==> src/rtl/operand_loader.sv <==
// -----------------------------------------------------------------------------
// operand_loader
//   Collects two consecutive words from a shared upstream bus into a
//   registered A/B operand pair for a downstream bitwise AND stage. The pair is
//   held until the consumer acknowledges it. Words that arrive while a full
//   pair is held are dropped and flagged.
//
// Ports
//   clk        : clock, all state updates on rising edge
//   reset      : asynchronous, active-low reset
//   Data_In    : shared operand word (N_BITS), qualified by Data_Valid
//   Data_Valid : Data_In qualifier
//   Consume    : downstream acknowledge of the held pair (only honoured in FULL)
//   Clear      : synchronous flush of pair and Overrun; highest priority
//   A, B       : registered operands (N_BITS)
//   Ready      : a complete pair is held (state FULL)
//   Expect_B   : the next accepted word goes to B (state WAIT_B)
//   Overrun    : sticky dropped-word flag
//   Pair_Count : pairs consumed, modulo 256
// -----------------------------------------------------------------------------
module operand_loader #(
    parameter int N_BITS = 8
) (
    input  logic              clk,
    input  logic              reset,
    input  logic [N_BITS-1:0] Data_In,
    input  logic              Data_Valid,
    input  logic              Consume,
    input  logic              Clear,
    output logic [N_BITS-1:0] A,
    output logic [N_BITS-1:0] B,
    output logic              Ready,
    output logic              Expect_B,
    output logic              Overrun,
    output logic [7:0]        Pair_Count
);

    typedef enum logic [1:0] {
        WAIT_A = 2'd0,
        WAIT_B = 2'd1,
        FULL   = 2'd2
    } state_e;

    state_e            state_q, state_d;
    logic [N_BITS-1:0] a_q, a_d;
    logic [N_BITS-1:0] b_q, b_d;
    logic              ovr_q, ovr_d;
    logic [7:0]        cnt_q, cnt_d;

    always_ff @(posedge clk or negedge reset) begin
        if (!reset) begin
            state_q <= WAIT_A;
            a_q     <= '0;
            b_q     <= '0;
            ovr_q   <= 1'b0;
            cnt_q   <= 8'd0;
        end else begin
            state_q <= state_d;
            a_q     <= a_d;
            b_q     <= b_d;
            ovr_q   <= ovr_d;
            cnt_q   <= cnt_d;
        end
    end

    always_comb begin
        state_d = state_q;
        a_d     = a_q;
        b_d     = b_q;
        ovr_d   = ovr_q;
        cnt_d   = cnt_q;
        if (Clear) begin
            // Flush wins over everything; the consumed-pair count survives.
            state_d = WAIT_A;
            a_d     = '0;
            b_d     = '0;
            ovr_d   = 1'b0;
        end else begin
            case (state_q)
                WAIT_A: begin
                    if (Data_Valid) begin
                        a_d     = Data_In;
                        state_d = WAIT_B;
                    end
                end
                WAIT_B: begin
                    if (Data_Valid) begin
                        b_d     = Data_In;
                        state_d = FULL;
                    end
                end
                FULL: begin
                    if (Consume) begin
                        cnt_d = cnt_q + 8'd1;
                        // A word arriving with the acknowledge starts the next pair.
                        if (Data_Valid) begin
                            a_d     = Data_In;
                            state_d = WAIT_B;
                        end else begin
                            state_d = WAIT_A;
                        end
                    end else if (Data_Valid) begin
                        ovr_d = 1'b1;
                    end
                end
                default: state_d = WAIT_A;
            endcase
        end
    end

    assign A          = a_q;
    assign B          = b_q;
    assign Ready      = (state_q == FULL);
    assign Expect_B   = (state_q == WAIT_B);
    assign Overrun    = ovr_q;
    assign Pair_Count = cnt_q;

endmodule

==> config.mk <==
export PLATFORM = sky130hd
export DESIGN_NAME = operand_loader
export DESIGN_NICKNAME = d
export VERILOG_FILES = /design/src/rtl/operand_loader.sv
export SDC_FILE = /design/constraint.sdc
export NUM_CORES = 1
export LEC_CHECK = 0
export CAP_MARGIN = 20
export CORE_ASPECT_RATIO = 1.5
export CORE_UTILIZATION = 30
export CTS_CLUSTER_DIAMETER = 40
export DETAILED_ROUTE_END_ITERATION = 7
export GPL_TIMING_DRIVEN = 0
export SLEW_MARGIN = 15
export SYNTH_ARGS = -nofsm -noshare
export SYNTH_HDL_FRONTEND = slang
export SYNTH_SLANG_ARGS = --single-unit
==> constraint.sdc <==
create_clock -name clk -period 3 [get_ports clk]
set_input_delay 0.75 -clock clk [delete_from_list [all_inputs] [get_ports clk]]
set_output_delay 0.75 -clock clk [all_outputs]
set_load 0.02 [all_outputs]
==> impl_metrics.csv, run 1 <==
group,metric,value,unit
logic_synthesis,synth_top_area_cell,"dfrtp_1",
logic_synthesis,syn_area,1200,um^2
layout,drive_gt1_share,12.9,%
layout,syn2layout_area_growth,40.7,%
power_and_ir_drop,power_density,469,nW/um^2
worst_setup_path,reg2reg_slack,1670,ps
logic_synthesis,ys_seq_area_share,56.4,%
clock_tree,clock-sinks,27,
hold_path,hold_class,"primary input to async pin",
clock_tree,htree_levels,1,
detailed_routing,wl_per_cell,13.5,um
place,dp.final_hpwl,1.84,mm
logic_synthesis,synth.net_count,110,
detailed_routing,viasPerCell,4.70,
logic_synthesis,synth.top_cell.area_share,56.4,%
power_and_ir_drop,ir_worst_vdd,0.310,mV
global_routing,grt_max_degree,28,
clock_tree,cts_setup_buffers,0,
detailed_routing,drc,0,
logic_synthesis,async_flop_share,100,%
timing,fin_crit,2330,ps
place,post-place-ws,745,ps
detailed_routing,totalWireLength,2.45,mm
timing,layout_setup_ws,671,ps
logic_synthesis,synth-main-ff-cell,"dfrtp_1",
layout,utilization,45.0,%
logic_synthesis,synth_edf_count,0,
logic_synthesis,yosysMostFrequentCell,"dfrtp_1",
worst_setup_path,end_kind,"output pin",
timing,layout_worst_path_cycle_share,77.6,%
layout,nets,154,
clock_tree,cts_buffer_depth,2,
logic_synthesis,yosys_warnings,0,
global_routing,antenna_found_initial,0,
worst_setup_path,critical_path_arrival,1580,ps
run_status,status,"finished clean",
clock_tree,clk_pin_slew,90,ps
detailed_routing,drtAntennaViolNets,0,
worst_setup_path,rr_worst_depth,3,
logic_synthesis,synthDistinctLibCells,27,
detailed_routing,vias,856,
place,place.gp.congestion,0.750,
worst_setup_path,cp.required,2250,ps
timing,fin_setup_tns,0,ps
detailed_routing,first_iter_violations,11,
worst_setup_path,r2r-start,"state_q[1]$_DFFE_PN0P_",
floorplanning,num_io_pins,40,
global_routing,grt_pass1_wl,4.15,mm
clock_tree,cts_buffers,3,
worst_setup_path,crit_type,"flop to output pin",
timing,finalHoldViolations,0,
worst_setup_path,r2r-end,"A[7]$_DFFE_PN0P_",
worst_setup_path,setup.worst_path.start_class,"flop",
power_and_ir_drop,power.total,0.791,mW
timing,rsz0062_at_grt,"false",
floorplanning,die_h,79.4,um
timing,relSlewSlack,59.8,%
logic_synthesis,synth-seq-cells,27,
timing,fin_skew,4.48,ps
floorplanning,initial_core_util,32.0,%
timing,max_freq,0.429,GHz
clock_tree,clkLatencyLatePin,270,ps
power_and_ir_drop,p_leak,0.778,nW
logic_synthesis,avgSynthCellArea,12.5,um^2
flow_run,cap_violations,0,
floorplanning,core_area,3750,um^2
clock_tree,postCtsHoldBufs,0,
global_routing,grt_pass1_vias,891,
detailed_routing,dr.pass1.iters,2,
floorplanning,die-area,4260,um^2
place,io_buffers,39,
global_routing,grtUsageTotal,13.4,%
global_routing,gr-total-overflow,0,
clock_tree,clockRootBuffer,"clkbuf_8",
logic_synthesis,synth.cells.most_frequent,"dfrtp_1 (27), nor2_1 (9), nor2b_1 (9), mux2_2 (8), mux2i_1 (8)",
logic_synthesis,syn_inst,96,
layout,antenna_cells,0,
timing,finalSetupViolCount,0,
timing,worst_pin_slew,603,ps
clock_tree,cts_resized,0,
worst_setup_path,crit_fanout,5,
logic_synthesis,synth_area_leaders,"dfrtp_1 (56%), mux2_2 (7.5%), mux2i_1 (6.7%)",
floorplanning,num_rows,27,
floorplanning,dieWidth,53.6,um
timing,drv_slew,0,
clock_tree,cts_tree,"done",
[layout make-up]
type                    instances  area, um^2
multi-input cells              63         492
fillers                       368        2060
plain buffers                   4        23.8
repair buffers                 39         385
clock inverters                 1        7.51
flip-flops and latches         27         676
inverters                       2        7.51
clock buffers                   3        41.3
well taps                      43        53.8
[metrics by stage]
| step | instance area, um^2 | instances | hold slack (ps) |
|---|---|---|---|
| 3_5_place_dp | 1640 | 178 | 484 |
| 2_1_floorplan | 1200 | 96 | 454 |
| 6_report | 1690 | 182 | 475 |
| 3_3_place_gp | 1640 | 178 | 463 |
| 5_1_grt | 1690 | 182 | 515 |
| 4_1_cts | 1690 | 182 | 500 |
[registers in the layout (all words and copies together), names as in the netlist]
| signal | count |
|---|---|
| B | 8 |
| A | 8 |
| state_q | 2 |
| Overrun | 1 |
| Pair_Count | 8 |
[how the worst max path moves through the flow]
stage                        to  slack (ps)                   start  cells after the start
2_1_floorplan  A[0]$_DFFE_PN0P_        1360                 Consume                      3
3_3_place_gp   A[2]$_DFFE_PN0P_         770                 Consume                      4
3_5_place_dp   A[7]$_DFFE_PN0P_         740                 Consume                      4
4_1_cts                   Ready         660  state_q[1]$_DFFE_PN0P_                      2
5_1_grt                   Ready         560  state_q[1]$_DFFE_PN0P_                      2
6_report                  Ready         670  state_q[1]$_DFFE_PN0P_                      2
[cells in the final DEF, fill, tap and decap left out]
cell / Yosys / layout
a21oi_1: 2 / 2
xnor2_1: 6 / 6
inv_1: 2 / 2
nand2_1: 2 / 2
mux2_2: 8 / 8
nand2b_1: 1 / 1
buf_2: 1 / 2
and3_1: 1 / 1
clkbuf_1: 1 / 1
and4_1: 1 / 1
ha_1: 1 / 1
dfrtp_1: 27 / 27
clkdlybuf4s50_1: 0 / 38
nand3b_1: 1 / 1
nand2b_4: 1 / 1
xor2_1: 1 / 1
a31oi_4: 1 / 1
and4bb_1: 1 / 1
nand4_1: 2 / 2
nor2_1: 9 / 9
mux2i_1: 8 / 8
and2b_1: 1 / 1
clkbuf_8: 0 / 3
and2_1: 1 / 1
buf_4: 2 / 2
clkinvlp_4: 0 / 1
a31oi_1: 1 / 1
mux2_1: 1 / 1
nand3_1: 4 / 4
nor2b_1: 9 / 9
[cells by family (layout without fill, tap and decap cells)]
kind of cell / Yosys count / count (layout) / synth area share, %
mux: 17 / 17 / 15.1
flops: 27 / 27 / 56.4
compound gates: 4 / 4 / 3.13
buf+inv: 6 / 49 / 2.61
simple gates: 34 / 34 / 16.6
fa+ha+maj: 1 / 1 / 1.04
xor+xnor: 7 / 7 / 5.11
[worst max-delay path: stages, from the launching register on]
cell,delay (ps)
dfrtp_1,430
nor2b_1,240
clkdlybuf4s50_1,640
[report_power, final]
part           switching (mW)  leakage [nW]  internal (mW)
Sequential             0.0206         0.364          0.389
Combinational          0.0822         0.393         0.0887
Clock                   0.116        0.0217         0.0943
[routing by layer]
metal | up-vias | global-route usage [%] | routed length [um]
li1 | 409 | - | -
met3 | 4 | 3.05 | 112
met1 | 418 | 15.7 | 1020
met5 | - | 0 | 0
met2 | 25 | 23.0 | 1290
met4 | 0 | 4.74 | 32
Note: power is estimated with default switching activity, not from simulation.
==> run 2, diff against run 1 <==
==> constraint.sdc (replaced) <==
create_clock -name clk -period 2.26 [get_ports clk]
set_input_delay 0.565 -clock clk [delete_from_list [all_inputs] [get_ports clk]]
set_output_delay 0.565 -clock clk [all_outputs]
set_load 0.02 [all_outputs]
==> results of run 2 <==
The final DEF is identical to that of run 1. Status: finished clean.
Among the figures that moved: setup slack after placement 745 ps -> 190 ps; setup slack after layout 671 ps -> 116 ps; hold slack 475 ps -> 290 ps; register-to-register setup slack 1670 ps -> 930 ps; total power 0.791 mW -> 1.05 mW; worst IR drop on VDD 0.310 mV -> 0.412 mV
